[src/rtl/unidade_controle_multiciclo_pkg.sv]
// Shared definitions for the multicycle control unit: state encodings, opcodes,
// datapath select codes and the strobe bundle. HALT constant only with CONTROLE_HALT_EN.
package unidade_controle_multiciclo_pkg;

   typedef enum logic [2:0] {
      BUSCA      = 3'd0,
      DECODIFICA = 3'd1,
      EXECUTA    = 3'd2,
      MEMORIA    = 3'd3,
      ESCRITA    = 3'd4,
      PARADO     = 3'd5
   } estado_t;

   localparam logic [2:0] OP_ADD = 3'b000;
   localparam logic [2:0] OP_SUB = 3'b001;
   localparam logic [2:0] OP_AND = 3'b010;
   localparam logic [2:0] OP_OR  = 3'b011;
   localparam logic [2:0] OP_LW  = 3'b100;
   localparam logic [2:0] OP_SW  = 3'b101;
   localparam logic [2:0] OP_BEQ = 3'b110;
   localparam logic [2:0] OP_J   = 3'b111;

   localparam logic [1:0] ALUOP_SOMA  = 2'b00;
   localparam logic [1:0] ALUOP_SUB   = 2'b01;
   localparam logic [1:0] ALUOP_FUNCT = 2'b10;

   localparam logic [1:0] SRCB_REGB = 2'b00;
   localparam logic [1:0] SRCB_UM   = 2'b01;
   localparam logic [1:0] SRCB_IMED = 2'b10;

   localparam logic [1:0] PCSRC_ALU    = 2'b00;
   localparam logic [1:0] PCSRC_ALUOUT = 2'b01;
   localparam logic [1:0] PCSRC_DESVIO = 2'b10;

   localparam logic [1:0] REGDST_RT    = 2'b00;
   localparam logic [1:0] REGDST_RD    = 2'b01;
   localparam logic [1:0] REGDST_CONST = 2'b10;

`ifdef CONTROLE_HALT_EN
   localparam logic [7:0] INSTR_HALT = 8'hFF;
`endif

   typedef struct packed {
      logic [1:0] reg_dst;
      logic       reg_write;
      logic       mem_read;
      logic       mem_write;
      logic       ir_write;
      logic       pc_write;
      logic       pc_write_cond;
      logic       iord;
      logic       alu_src_a;
      logic [1:0] alu_src_b;
      logic [1:0] alu_op;
      logic [1:0] pc_source;
      logic       mem_to_reg;
   } sinais_t;

   function automatic logic eh_tipo_r(input logic [2:0] op);
      return op[2] == 1'b0;
   endfunction

endpackage

[src/rtl/unidade_controle_multiciclo_temporizador_espera.sv]
// Counts consecutive memory-wait cycles; limite_c flags the cycle the count reaches
// LIMITE_ESPERA (never when LIMITE_ESPERA is 0).
module temporizador_espera #(
   parameter int unsigned LIMITE_ESPERA = 15
) (
   input  logic clk,
   input  logic rst,
   input  logic limpa,
   input  logic habilita,
   output logic limite_c
);

   localparam int unsigned LARGURA = (LIMITE_ESPERA > 1) ? $clog2(LIMITE_ESPERA) : 1;

   logic [LARGURA-1:0] cnt_q, cnt_d;

   always_comb begin
      cnt_d = cnt_q;
      if (limpa) begin
         cnt_d = '0;
      end else if (habilita) begin
         cnt_d = cnt_q + LARGURA'(1);
      end
   end

   always_ff @(posedge clk or posedge rst) begin
      if (rst) begin
         cnt_q <= '0;
      end else begin
         cnt_q <= cnt_d;
      end
   end

   // cnt_q holds the waits already elapsed, so this cycle is wait number cnt_q+1
   assign limite_c = (LIMITE_ESPERA != 0) && habilita &&
                     (cnt_q == LARGURA'(LIMITE_ESPERA - 1));

endmodule

[src/rtl/unidade_controle_multiciclo.sv]
// Multicycle control FSM for the 8-bit processor: opcode decode, memory handshake,
// wait timeout and retired-instruction counter. HALT decode enabled by CONTROLE_HALT_EN.
module unidade_controle_multiciclo
   import unidade_controle_multiciclo_pkg::*;
#(
   parameter int unsigned LIMITE_ESPERA = 15,
   parameter int unsigned LARGURA_CONT  = 8
) (
   input  logic                    Clock,
   input  logic                    Reset,
   input  logic [2:0]              Opcode,
   input  logic [7:0]              Instr,
   input  logic                    MemPronta,
   output logic [1:0]              RegDst,
   output logic                    RegWrite,
   output logic                    MemRead,
   output logic                    MemWrite,
   output logic                    IRWrite,
   output logic                    PCWrite,
   output logic                    PCWriteCond,
   output logic                    IorD,
   output logic                    ALUSrcA,
   output logic [1:0]              ALUSrcB,
   output logic [1:0]              ALUOp,
   output logic [1:0]              PCSource,
   output logic                    MemToReg,
   output logic [2:0]              Estado,
   output logic                    ErroMem,
   output logic [LARGURA_CONT-1:0] ContInstr
);

   estado_t                 estado_q, estado_d;
   logic                    erro_q, erro_d;
   logic [LARGURA_CONT-1:0] cont_q, cont_d;
   sinais_t                 sin_c, sin_s;
   logic                    retira;
   logic                    espera_c, limpa_c, limite_c;

`ifndef CONTROLE_HALT_EN
   logic unused_instr;
   assign unused_instr = ^Instr;
`endif

   assign espera_c = ((estado_q == BUSCA) || (estado_q == MEMORIA)) && !MemPronta;
   assign limpa_c  = (estado_d != estado_q) || limite_c;

   temporizador_espera #(
      .LIMITE_ESPERA(LIMITE_ESPERA)
   ) u_temporizador (
      .clk     (Clock),
      .rst     (Reset),
      .limpa   (limpa_c),
      .habilita(espera_c),
      .limite_c(limite_c)
   );

   always_comb begin
      sin_c    = '0;
      estado_d = estado_q;
      erro_d   = erro_q;
      cont_d   = cont_q;
      retira   = 1'b0;
      if (limite_c) begin
         // timeout: drop everything, restart at fetch, do not retire
         erro_d   = 1'b1;
         estado_d = BUSCA;
      end else begin
         case (estado_q)
            BUSCA: begin
               sin_c.mem_read = 1'b1;
               if (MemPronta) begin
                  sin_c.ir_write  = 1'b1;
                  sin_c.pc_write  = 1'b1;
                  sin_c.alu_src_b = SRCB_UM;
                  sin_c.alu_op    = ALUOP_SOMA;
                  sin_c.pc_source = PCSRC_ALU;
                  estado_d        = DECODIFICA;
               end
            end
            DECODIFICA: begin
               sin_c.alu_src_b = SRCB_IMED;
               sin_c.alu_op    = ALUOP_SOMA;
               estado_d        = EXECUTA;
            end
            EXECUTA: begin
`ifdef CONTROLE_HALT_EN
               if (Instr == INSTR_HALT) begin
                  estado_d = PARADO;
                  retira   = 1'b1;
               end else
`endif
               case (Opcode)
                  OP_ADD, OP_SUB, OP_AND, OP_OR: begin
                     sin_c.alu_src_a = 1'b1;
                     sin_c.alu_src_b = SRCB_REGB;
                     sin_c.alu_op    = ALUOP_FUNCT;
                     estado_d        = ESCRITA;
                  end
                  OP_LW, OP_SW: begin
                     sin_c.alu_src_a = 1'b1;
                     sin_c.alu_src_b = SRCB_IMED;
                     sin_c.alu_op    = ALUOP_SOMA;
                     estado_d        = MEMORIA;
                  end
                  OP_BEQ: begin
                     sin_c.alu_src_a     = 1'b1;
                     sin_c.alu_src_b     = SRCB_REGB;
                     sin_c.alu_op        = ALUOP_SUB;
                     sin_c.pc_write_cond = 1'b1;
                     sin_c.pc_source     = PCSRC_ALUOUT;
                     estado_d            = BUSCA;
                     retira              = 1'b1;
                  end
                  OP_J: begin
                     sin_c.pc_write  = 1'b1;
                     sin_c.pc_source = PCSRC_DESVIO;
                     estado_d        = BUSCA;
                     retira          = 1'b1;
                  end
                  default: estado_d = BUSCA;
               endcase
            end
            MEMORIA: begin
               sin_c.iord      = 1'b1;
               sin_c.mem_read  = (Opcode == OP_LW);
               sin_c.mem_write = (Opcode == OP_SW);
               if (MemPronta) begin
                  if (Opcode == OP_SW) begin
                     estado_d = BUSCA;
                     retira   = 1'b1;
                  end else begin
                     estado_d = ESCRITA;
                  end
               end
            end
            ESCRITA: begin
               sin_c.reg_write = 1'b1;
               if (eh_tipo_r(Opcode)) begin
                  sin_c.reg_dst = REGDST_RD;
               end else if (Opcode == OP_LW) begin
                  sin_c.reg_dst    = REGDST_RT;
                  sin_c.mem_to_reg = 1'b1;
               end else begin
                  sin_c.reg_write = 1'b0;
                  sin_c.reg_dst   = REGDST_CONST;
               end
               estado_d = BUSCA;
               retira   = 1'b1;
            end
            PARADO: begin
`ifndef CONTROLE_HALT_EN
               estado_d = BUSCA;
`endif
            end
            default: estado_d = BUSCA;
         endcase
      end
      if (retira) begin
         cont_d = cont_q + LARGURA_CONT'(1);
      end
   end

   always_ff @(posedge Clock or posedge Reset) begin
      if (Reset) begin
         estado_q <= BUSCA;
         erro_q   <= 1'b0;
         cont_q   <= '0;
      end else begin
         estado_q <= estado_d;
         erro_q   <= erro_d;
         cont_q   <= cont_d;
      end
   end

   // Reset silences every strobe at once, even mid-transfer
   assign sin_s = Reset ? '0 : sin_c;

   assign RegDst      = sin_s.reg_dst;
   assign RegWrite    = sin_s.reg_write;
   assign MemRead     = sin_s.mem_read;
   assign MemWrite    = sin_s.mem_write;
   assign IRWrite     = sin_s.ir_write;
   assign PCWrite     = sin_s.pc_write;
   assign PCWriteCond = sin_s.pc_write_cond;
   assign IorD        = sin_s.iord;
   assign ALUSrcA     = sin_s.alu_src_a;
   assign ALUSrcB     = sin_s.alu_src_b;
   assign ALUOp       = sin_s.alu_op;
   assign PCSource    = sin_s.pc_source;
   assign MemToReg    = sin_s.mem_to_reg;
   assign Estado      = estado_q;
   assign ErroMem     = erro_q;
   assign ContInstr   = cont_q;

endmodule

[config.mk]
export PLATFORM = sky130hd
export DESIGN_NAME = unidade_controle_multiciclo
export DESIGN_NICKNAME = d
export VERILOG_FILES = /design/src/rtl/unidade_controle_multiciclo_pkg.sv /design/src/rtl/unidade_controle_multiciclo_temporizador_espera.sv /design/src/rtl/unidade_controle_multiciclo.sv
export SDC_FILE = /design/constraint.sdc
export NUM_CORES = 1
export LEC_CHECK = 0
export BUFFER_PORTS_ARGS = -buffer_cell sky130_fd_sc_hd__buf_2
export CAP_MARGIN = 10
export CORE_ASPECT_RATIO = 0.6
export CORE_UTILIZATION = 48
export CTS_CLUSTER_SIZE = 24
export DETAILED_ROUTE_END_ITERATION = 7
export PLACE_DENSITY = 0.79
export SYNTH_ARGS = -nofsm -noshare
export SYNTH_HDL_FRONTEND = slang
export SYNTH_HIERARCHICAL = 1
export SYNTH_SLANG_ARGS = --single-unit
[constraint.sdc]
create_clock -name Clock -period 3.9 [get_ports Clock]
set_clock_uncertainty 0.1 [all_clocks]
set_input_delay 0.39 -clock Clock [delete_from_list [all_inputs] [get_ports Clock]]
set_output_delay 0.39 -clock Clock [all_outputs]
set_load 0.01 [all_outputs]
Yosys cells after proc, flatten, opt, wreduce, memory -nomap -nowiden
Cells that the tools add are included.
{ "word_totals": {"regBits": 16, "latch_bits": 0, "ram_bits": 0, "mem_bits_ro": 0, "output_inout_bits": 29, "n_memories": 0} }
{ "classes": {"addsub": 2, "multipliers": 0, "div_mod_pow": 0, "order_cmp": 0, "eq_ne": 13, "shifts": 0, "n_mux": 37, "bitwise_logic": 0, "n_reduce_logical": 11} }
{ "op_table": {"columns": ["cell", "n"], "rows": [
  ["$mux W17", 2],
  ["$eq A3 B3 Y1 const B", 5],
  ["$mux W1", 15],
  ["$mux W3", 5],
  ["$pmux W5 S3", 1],
  ["$eq A3 B2 Y1 const B", 4],
  ["$pmux W3 S4", 1],
  ["$pmux W4 S3", 1],
  ["$pmux W3 S3", 1],
  ["$add A8 B1 Y8 const B", 1],
  ["$mux W4", 2],
  ["$pmux W2 S2", 2],
  ["$eq A3 B1 Y1 const B", 2],
  ["$logic_not A3 Y1", 2],
  ["$mux W2", 3],
  ["$mux W5", 1],
  ["$add A4 B1 Y4 const B", 1],
  ["$eq A4 B4 Y1 const B", 1],
  ["$pmux W1 S2", 2],
  ["$reduce_or A2 Y1", 2],
  ["$reduce_or A4 Y1", 1],
  ["$ne A3 B3 Y1", 1],
  ["$pmux W1 S3", 1],
  ["$logic_and A1 B1 Y1", 2],
  ["other kinds (3)", 4]
]} }

Longest topological paths before layout
Gate-level depths: netlist of run 1.
{ "logic_depth": {"depth_word": 8, "ltp_mapped": 10, "ltp_nobuf": 8} }

Hierarchy
The synthesis of run 1 kept the hierarchy.
{ "modules_own_cells": {"columns": ["module", "instances", "cells_per_inst", "area_per_inst_um2", "seq_area_each_um2"], "rows": [
  ["unidade_controle_multiciclo", 1, 98, 874.6, 300.3],
  ["temporizador_espera", 1, 21, 226.5, 100.1]
]} }

Worst setup path before layout of run 1
OpenSTA, ideal clock, no wires.
{ "synth_timing": {"path_kind": "reg-to-output", "from": "reg estado_q[1] (netlist: Estado[1])", "to": "out MemRead", "arrival_time_ps": 2311, "required_time_ps": 3410, "setup_slack_ps": 1099, "stages_incl_launch_ff": 10, "path_cell_list": "dfrtp_1 > buf_2 > nor2b_1 > nor3b_1 > nor2b_1 > and4_1 > clkbuf_1 > nor2_1 > nand2_1 > nor2_1"} }
{ "synth_via": {"elab_chain_cells": 6} }
{ "synth_rtl": {"columns": ["element", "line_no", "source"], "rows": [
  ["start: declaration", "unidade_controle_multiciclo.sv:32", "estado_t estado_q, estado_d;"],
  ["start signal: assignment", "unidade_controle_multiciclo.sv:169", "estado_q <= estado_d;"],
  ["$eq A3 B2 Y1 / $logic_not A3 Y1 (equally long branches)", "unidade_controle_multiciclo.sv:44", "assign espera_c = ((estado_q == BUSCA) || (estado_q == MEMORIA)) && !MemPronta;"],
  ["$logic_or A1 B1 Y1 (*)", "unidade_controle_multiciclo.sv:44", null],
  ["$logic_and A1 B1 Y1 (*)", "unidade_controle_multiciclo.sv:44", null],
  ["via espera_c", "unidade_controle_multiciclo.sv:37", "logic espera_c, limpa_c, limite_c;"],
  ["$logic_and A1 B1 Y1 (*)", "unidade_controle_multiciclo_temporizador_espera.sv:35", "assign limite_c = (LIMITE_ESPERA != 0) && habilita &&"],
  ["via limite_c", "unidade_controle_multiciclo.sv:37", null],
  ["$mux W17 (*)", "unidade_controle_multiciclo.sv:63", "if (limite_c) begin"],
  ["$mux W17 (*)", "unidade_controle_multiciclo.sv:176", "assign sin_s = Reset ? '0 : sin_c;"],
  ["end: declaration", "unidade_controle_multiciclo.sv:16", "output logic MemRead,"]
]} }
Mark *: on every way through the listed nets, which the timed path passes. The rest lies on a longest branch.

Final worst setup path of run 1
{ "layout_timing": {"from": "reg estado_q[1] (netlist: Estado[1])", "to": "out PCWrite"} }
{ "layout_via": {"elab_chain_cells": 6} }
{ "layout_rtl": {"columns": ["element", "line_no", "source"], "rows": [
  ["$eq A3 B2 Y1 / $logic_not A3 Y1 (equally long branches)", "unidade_controle_multiciclo.sv:44", null],
  ["$logic_or A1 B1 Y1 (*)", "unidade_controle_multiciclo.sv:44", null],
  ["$logic_and A1 B1 Y1 (*)", "unidade_controle_multiciclo.sv:44", null],
  ["via espera_c", "unidade_controle_multiciclo.sv:37", null],
  ["$logic_and A1 B1 Y1 (*)", "unidade_controle_multiciclo_temporizador_espera.sv:35", null],
  ["via limite_c", "unidade_controle_multiciclo.sv:37", null],
  ["$mux W17 (*)", "unidade_controle_multiciclo.sv:63", null],
  ["$mux W17 (*)", "unidade_controle_multiciclo.sv:176", null],
  ["end: declaration", "unidade_controle_multiciclo.sv:19", "output logic PCWrite,"]
]} }
Marks and branches as above.

==> reports/metrics.yaml, run 1 <==
status: "completed"
firstDrtPassIters: 4
cts_buffer_depth: 2
drt-total-wl_um: 2567
drt_iter0_markers: 90
path_clk_slew_ps: 60
slew_viol_final: 0
cts_tree: "built"
yosys.area.top_type: "dfrtp_1"
viasPerCell: 5.527
design_area_mm2: 0.001333
grt_usage_pct: 23.21
fin_total_pwr_uw: 814.3
overflow: 0
maxCapViolations: 0
whs_path_depth: 2
whs_ps: 337.6
antennaDiodeCount: 0
initial_core_util_pct: 50.90
critPathKind: "reg -> out"
route.met3.wl_um: 172
synth_seq_area_share_pct: 36.36
worstPathArrival_ps: 2910
synth_top_area_share_pct: 36.36
hold_path.class: "in -> reg"
final_cells: 182
io-pin-count: 43
wire_per_inst_um: 14.10
ff2ff_setup_slack_ps: 1110
fin_crit_sh_pct: 87.14
port_buffers: 34
netlist-cell-type-count: 36
wl_met1_um: 1071
vdd_drop_max_mv: 0.2542
fillCellCount: 188
antenna_found_initial: 0
core-area_mm2: 0.002163
place_area_mm2: 0.001267
rows: 13
synthCells: 119
yosys_warnings: 6
die_area_mm2: 0.002496
finalSetupViolCount: 0
root_buffer: "clkbuf_8"
insertion_delay_ps: 250
drive_above_1_share_pct: 32.89
cts_made_buffers: 3
fin_crit_ps: 3398
grt_pass1_wl_um: 4202
htreeDepth: 1
nets: 170
die_y_um: 39.10
gp_congestion: 0.8369
rsz0062_at_grt: "no"
syn_area_mm2: 0.001101
place_hpwl_um: 1954
ys_seq_elements: 16
tightest_slew_ps: 495.8
place_ws_ps: 783.3
worst_slack_ps: 501.7
endpoint_kind: "output port"
num_vias: 1006
drt.antenna.violating_nets: 0
report.final.hold_viol_count: 0
grt_pass1_vias: 882
fmax_ghz: 0.2943
p_per_area_mw_per_mm2: 611.1
slew_headroom_pct: 66.91
reg2reg_depth: 9
maxUsedRoutingLayer: "met4"
drc: 0
wl_met2_um: 1305
avgSynthCellArea_um2: 9.253
cellLeakagePower_nw: 0.6268
dpl.cell_count: 177
cts_setup_buffers: 0
clock-sinks: 16
area_delta_synth_final_pct: 21.02
finalSetupTns_ps: 0
grt_start_max_net_pins: 14
synth_fp_nets: 136
start_kind: "flip-flop"
fp.dieW_um: 63.83
crit_required_ps: 3410
yosys-top-cells-area: "dfrtp_1, a2111oi_4, xor2_1"
crit_path_max_fanout: 11
final_core_util_pct: 61.60
==> what timing repair did <==
item,CTS,global route
resized for setup,0,0
endpoints found under the hold margin,4,0
hold buffers,1,0
==> state kept, by name, summed over array words and instances (netlist names) <==
signal,count
ContInstr,8
ErroMem,1
Estado,3
u_temporizador/cnt_q,4
==> logic make-up after synthesis <==
group           synth area share (%)
buf+inv                        6.818
simple gates                   28.29
xor+xnor                       6.364
fa+ha+maj                      3.409
mux                            2.386
compound gates                 16.36
flops                          36.36
==> cells in the mapped netlist, drive strengths merged <==
cell type,n
a21bo,1
a21boi,1
or2b,1
nand2b,5
a21o,1
o211ai,1
xor2,6
nand4b,1
dfrtp,16
mux2,2
o21a,1
nand3,7
nand4,2
nor3b,1
or2,3
buf,6
a211oi,3
a2111oi,3
inv,7
nand2,10
o21ai,1
or4,1
nor2,12
and3,2
nor3,7
a21oi,6
and4,1
clkbuf,1
xnor2,2
nand3b,1
ha,3
nor2b,4
==> layer usage <==
| layer | vias to the layer above | GRT usage [%] |
|---|---|---|
| met3 | 4 | 5.588 |
| li1 | 477 | - |
| met1 | 484 | 28.06 |
| met4 | 0 | 5.114 |
| met2 | 41 | 42.82 |
| met5 | - | 0 |
==> critical path, stage by stage (launching register included) <==
cell and delay, ps:
dfrtp_1 500, nor2b_1 260, nor3b_1 270, nor2b_1 440, and4_1 250, buf_4 210, nor3_1 90, and3_1 220
or2_2 290, buf_2 140
==> path summary, 6_finish.rpt <==
check / from / end
max in group asynchronous: Reset / ContInstr[1]$_DFFE_PP0P_
max: Estado[1]$_DFF_PP0_ / PCWrite
min: Opcode[2] / Estado[2]$_DFF_PP0_
min reg2reg: ErroMem$_DFFE_PP0P_ / ErroMem$_DFFE_PP0P_
min in group asynchronous: Reset / u_temporizador/cnt_q[0]$_DFFE_PP0P_
max reg2reg: Estado[1]$_DFF_PP0_ / u_temporizador/cnt_q[3]$_DFFE_PP0P_
==> where the power goes <==
group / internal, mW / switching, mW
registers: 0.219 / 0.0863
clock network: 0.0896 / 0.0577
logic: 0.148 / 0.213
total: 0.457 / 0.357
==> cell type report <==
type / count / area, um^2 / area share, %
Sequential cell: 16 / 400.4 / 30.05
Multi-Input combinational cell: 89 / 625.6 / 46.95
Timing Repair Buffer: 36 / 187.7 / 14.08
Clock buffer: 4 / 55.05 / 4.131
Tap cell: 30 / 37.54 / 2.817
Inverter: 7 / 26.28 / 1.972
==> placed cells by master, fill, tap and decap left out, types with 3 or more instances in the layout <==
cell / instances
ha_1: 3
a211oi_1: 3
clkbuf_8: 4
nor2b_1: 4
inv_1: 7
xor2_1: 6
a2111oi_4: 3
nand2b_1: 4
or2_2: 3
dfrtp_1: 16
nand2_1: 10
a21oi_1: 6
nor2_1: 12
nor3_1: 7
buf_2: 34
nand3_1: 7
(Power assumes the default switching activity.)
==> run 2: changes to the inputs <==
--- a/config.mk
+++ b/config.mk
@@ -8,10 +8,11 @@
 export BUFFER_PORTS_ARGS = -buffer_cell sky130_fd_sc_hd__buf_2
 export CAP_MARGIN = 10
 export CORE_ASPECT_RATIO = 0.6
-export CORE_UTILIZATION = 48
+export CORE_UTILIZATION = 50
+export CTS_BUF_LIST = sky130_fd_sc_hd__clkbuf_8
 export CTS_CLUSTER_SIZE = 24
 export DETAILED_ROUTE_END_ITERATION = 7
-export PLACE_DENSITY = 0.79
+export PLACE_DENSITY = 0.82
 export SYNTH_ARGS = -nofsm -noshare
 export SYNTH_HDL_FRONTEND = slang
 export SYNTH_HIERARCHICAL = 1
==> run 2 against run 1 <==
Net effect: via count shrank 6.5%; cell count decreased by 1.1%; critical path type unchanged; critical path depth is 1 higher.
==> reports/metrics.yaml, run 2 (synthesis gave the netlist of run 1 again) <==
path_cells: "nor2b_1, nor3b_1, nor2b_1, and4_1, buf_4, nor3_1, nand2_1, nor2_1, or2_2, buf_2"
hold_path.class: "reg -> reg"
vdd_drop_max_mv: 0.2444  # -3.8%
slowest_stage: "dfrtp_1"
cts_buffer_depth: 2  # unchanged
status: "completed"
initial_core_util_pct: 56.41  # +5.5 points
grt_pass1_wl_um: 4119  # -2.0%
rows: 12  # -1
worst_slack_ps: 369.6  # -132.1 ps
critPathKind: "reg -> out"
finalSetupViolCount: 0  # unchanged
final_cell_mix: "buf_2, dfrtp_1, nor2_1"
cellLeakagePower_nw: 0.6268  # unchanged
path_clk_slew_ps: 70  # about the same
critPathTopFamily: "simple AND/OR/NAND/NOR gates"
viasPerCell: 5.228  # -5.4%
drt_iter0_markers: 67  # -26%
cts_made_buffers: 3  # unchanged
rsz0062_at_grt: "no"
clock-sinks: 16  # unchanged
fin_total_pwr_uw: 816.7  # +0.30%
die_area_mm2: 0.002400  # -3.8%
area_delta_synth_final_pct: 20.80
cts_tree: "built"
drt.antenna.violating_nets: 0  # unchanged
overflow: 0  # unchanged
slew_headroom_pct: 66.88  # about the same
cts_setup_buffers: 0  # unchanged
drive_above_1_share_pct: 32.89  # unchanged
layout_commonest_cell: "buf_2"
die_y_um: 38.35  # -1.9%
design_area_mm2: 0.001330  # -0.19%
report.final.hold_viol_count: 0  # unchanged
p_per_area_mw_per_mm2: 614.0  # +0.49%
crit_top_cell: "nor2b_1"
crit_required_ps: 3410  # about the same
slowest_delay_ps: 500  # about the same
port_buffers: 34  # unchanged
fp.dieW_um: 62.58  # -2.0%
io-pin-count: 43  # unchanged
wire_per_inst_um: 14.25  # +1.0%
crit_path_max_fanout: 11  # unchanged
antenna_found_initial: 0  # unchanged
place_hpwl_um: 1935  # -0.99%
grt_pass1_vias: 860  # -2.5%
fin_crit_sh_pct: 90.52  # +3.4 points
root_buffer: "clkbuf_8"
start_kind: "flip-flop"
place_area_mm2: 0.001265  # -0.20%
core-area_mm2: 0.001952  # -9.8%
insertion_delay_ps: 260  # about the same
grt_usage_pct: 23.71  # +0.50 points
fmax_ghz: 0.2833  # -3.7%
place_ws_ps: 739.8  # -43.48 ps
tightest_slew_ps: 496.2  # +0.4611 ps
gp_congestion: 0.8248  # -1.4%
critPathBufInv: 2  # unchanged
drc: 0  # unchanged
worstPathArrival_ps: 3040  # +130 ps
postCtsHoldBufs: 1  # unchanged
num_vias: 941  # -6.5%
finalSetupTns_ps: 0  # unchanged
nets: 170  # unchanged
antennaDiodeCount: 0  # unchanged
fin_crit_ps: 3530  # +132.1 ps
drt-total-wl_um: 2565  # about the same
firstDrtPassIters: 4  # unchanged
maxCapViolations: 0  # unchanged
cts_resized: 0  # unchanged
grt_start_max_net_pins: 14  # unchanged
largest_reg_flops: 8  # unchanged
slew_viol_final: 0  # unchanged
endpoint_kind: "output port"
htreeDepth: 1  # unchanged
[run 2: cell counts in the layout (fill, tap and decap cells not counted)]
Identical to the previous run, type by type.
[run 2: through the flow]
stage,cells,hold WS [ps],util [%]
6_report,180,358.1,68.14
3_5_place_dp,175,219.0,64.81
2_1_floorplan,119,56.08,-
3_3_place_gp,175,209.9,64.81
4_1_cts,180,340.1,68.14
5_1_grt,180,363.4,68.14
[run 2: per-layer routing]
layer / part of all wire [%] / global-route usage, %
met1: 45 / 30.57
met2: 48 / 40.49
met3: 6.0 / 5.357
met4: 0.74 / 7.558
met5: 0 / 0
[run 2: power breakdown]
| group | leakage [nW] | switching, mW | internal, mW |
|---|---|---|---|
| logic | 0.402 | 0.217 | 0.149 |
| registers | 0.196 | 0.0818 | 0.219 |
| clock network | 0.0288 | 0.0601 | 0.0897 |
| total | 0.627 | 0.359 | 0.458 |
[run 2: worst paths after layout]
kind	start	to	slack, ps	depth (start not counted)
max reg2reg	Estado[1]$_DFF_PP0_	u_temporizador/cnt_q[3]$_DFFE_PP0P_	1010	9
min reg2reg	ErroMem$_DFFE_PP0P_	ErroMem$_DFFE_PP0P_	360	1
max	Estado[1]$_DFF_PP0_	PCWrite	370	10
min in group asynchronous	Reset	u_temporizador/cnt_q[3]$_DFFE_PP0P_	500	3
max in group asynchronous	Reset	ContInstr[0]$_DFFE_PP0P_	2720	3
min	ErroMem$_DFFE_PP0P_	ErroMem$_DFFE_PP0P_	360	1
[run 2: worst reg2reg max path, cell delays in order, from the launching register on]
cell and delay, ps:
dfrtp_1 500, nor2b_1 250, nor3b_1 370, nor2b_1 460, and4_1 250, buf_4 200, nor2_1 130, nand2_1 180
nor2_1 80, mux2_4 270
[run 2: layout make-up]
class                      count  area (um^2)
clock buffer                   4        55.05
fill                         171        621.8
inverter                       7        26.28
multi-input combinational     89        625.6
sequential                    16        400.4
tap                           28        35.03
timing repair buffer          36        187.7
==> run 3: changes to the inputs <==
--- a/config.mk
+++ b/config.mk
@@ -13,6 +13,7 @@
 export CTS_CLUSTER_SIZE = 24
 export DETAILED_ROUTE_END_ITERATION = 7
 export PLACE_DENSITY = 0.82
+export REMOVE_ABC_BUFFERS = 1
 export SYNTH_ARGS = -nofsm -noshare
 export SYNTH_HDL_FRONTEND = slang
 export SYNTH_HIERARCHICAL = 1
==> run 3 against run 2 <==
Net effect: routed wire length unchanged; combinational power decreased by 1%; highest routed layer unchanged; core utilization did not move; clock-buffer cell count is the same; die area is the same; fmax shrank 0.63%; clock power about the same; sequential power up 2%; sequential share of layout area unchanged.
==> reports/metrics.yaml, run 3 (synthesis gave the netlist of run 1 again) <==
cts_made_buffers: 3  # unchanged
cts_buffer_depth: 2  # unchanged
initial_core_util_pct: 56.41  # unchanged
core-area_mm2: 0.001952  # unchanged
reg2reg_depth: 9  # unchanged
critPathKind: "reg -> out"
viasPerCell: 5.539  # +6.0%
area_delta_synth_final_pct: 20.80  # unchanged
final_cell_mix: "buf_2, dfrtp_1, nor2_1"
root_buffer: "clkbuf_8"
critPathBufInv: 2  # unchanged
rows: 12  # unchanged
grt_pass1_vias: 889  # +3.4%
clock-sinks: 16  # unchanged
r2r-end: "u_temporizador/cnt_q[3]$_DFFE_PP0P_"
start_kind: "flip-flop"
crit_top_cell: "nor2b_1"
worstPathArrival_ps: 3060  # +20 ps
slowest_stage: "dfrtp_1"
whs_ps: 346.0  # -12.01 ps
fp.dieW_um: 62.58  # unchanged
layout_commonest_cell: "buf_2"
maxCapViolations: 0  # unchanged
cts_setup_buffers: 0  # unchanged
gp_congestion: 0.8422  # +2.1%
place_hpwl_um: 1879  # -2.9%
largest_reg_flops: 8  # unchanged
io-pin-count: 43  # unchanged
critPathTopFamily: "simple AND/OR/NAND/NOR gates"
p_per_area_mw_per_mm2: 614.3  # about the same
die_y_um: 38.35  # unchanged
drive_above_1_share_pct: 32.89  # unchanged
slew_viol_final: 0  # unchanged
drc: 0  # unchanged
drt.antenna.violating_nets: 0  # unchanged
whs_path_depth: 2  # +1
overflow: 0  # unchanged
hold_path.class: "in -> reg"
reg2reg_from: "Estado[1]$_DFF_PP0_"
tightest_slew_ps: 497.9  # +1.638 ps
rsz0062_at_grt: "no"
die_area_mm2: 0.002400  # unchanged
slew_headroom_pct: 66.77  # -0.11 points
drt_iter0_markers: 63  # -6.0%
cp-startpoint: "Estado[1]$_DFF_PP0_"
report.final.hold_viol_count: 0  # unchanged
grt_usage_pct: 22.64  # -1.1 points
firstDrtPassIters: 4  # unchanged
min_to: "Estado[2]$_DFF_PP0_"
min_from: "Opcode[2]"
ff2ff_setup_slack_ps: 1030  # +20 ps
fin_crit_ps: 3553  # +22.54 ps
cts_tree: "built"
crit_path_max_fanout: 11  # unchanged
final_cells: 180  # unchanged
fmax_ghz: 0.2815  # -0.63%
grt_pass1_wl_um: 4043  # -1.8%
endpoint_kind: "output port"
wire_per_inst_um: 14.25  # unchanged
grt_start_max_net_pins: 14  # unchanged
path_cells: "nor2b_1, nor3b_1, nor2b_1, and4_1, buf_4, nor3_1, nand2_1, nor2_1, or2_2, buf_2"
status: "completed"
antenna_found_initial: 0  # unchanged
nets: 170  # unchanged
port_buffers: 34  # unchanged
num_vias: 997  # +6.0%
htreeDepth: 1  # unchanged
insertion_delay_ps: 250  # about the same
path_clk_slew_ps: 70  # about the same
slowest_delay_ps: 500  # about the same
dpl.cell_count: 175  # unchanged
crit_required_ps: 3410  # about the same
cellLeakagePower_nw: 0.6268  # unchanged
finalSetupTns_ps: 0  # unchanged
place_ws_ps: 715.6  # -24.23 ps
vdd_drop_max_mv: 0.2781  # +14%
fin_crit_sh_pct: 91.10  # +0.58 points
antennaDiodeCount: 0  # unchanged
finalSetupViolCount: 0  # unchanged
drt-total-wl_um: 2565  # unchanged
worst_slack_ps: 347.1  # -22.54 ps
## run 3: cell counts in the layout (fill, tap and decap cells not counted)
No cell type changed its count.
## run 3: metal layers
layer / up-vias / wire length, um / GRT usage (%)
li1: 477 / - / -
met1: 471 / 1137 / 27.84
met2: 45 / 1218 / 40.22
met3: 4 / 196 / 6.845
met4: 0 / 12 / 4.651
met5: - / 0 / 0
## run 3: worst max path at each step
stage | depth (start not counted) | slack, ps | to
floorplan | 7 | 930 | PCWrite
global placement | 9 | 820 | PCWrite
detailed placement | 10 | 720 | PCWrite
CTS | 10 | 430 | PCWrite
global route | 10 | 200 | PCWrite
finish | 10 | 350 | PCWrite
## run 3: what timing repair did
| item | 4_1_cts | 5_1_grt |
|---|---|---|
| endpoints found under the hold margin | 4 | 0 |
| gates resized for setup | 0 | 0 |
| hold buffers | 1 | 0 |
| setup endpoints to repair | 0 | 0 |
## run 3: layout make-up
cell class | instances | area, um^2
timing repair buffer | 36 | 187.7
inverter | 7 | 26.28
multi-input combinational | 89 | 625.6
fill | 159 | 621.8
sequential | 16 | 400.4
clock buffer | 4 | 55.05
tap | 28 | 35.03
## run 3: power by group
group	switching, mW	total [mW]	internal (mW)
logic	0.213	0.362	0.149
clock network	0.0596	0.149	0.0896
registers	0.0871	0.306	0.219
total	0.360	0.817	0.457
## run 3: stage by stage
step	utilization [%]	total power [mW]	cell area, um^2
after detailed placement	64.81	0.6607	1265
final	68.14	0.8170	1330
after global routing	68.14	0.8731	1330
after floorplan	-	0.5299	1052
after CTS	68.14	0.8151	1330
after global placement	64.81	0.6407	1265
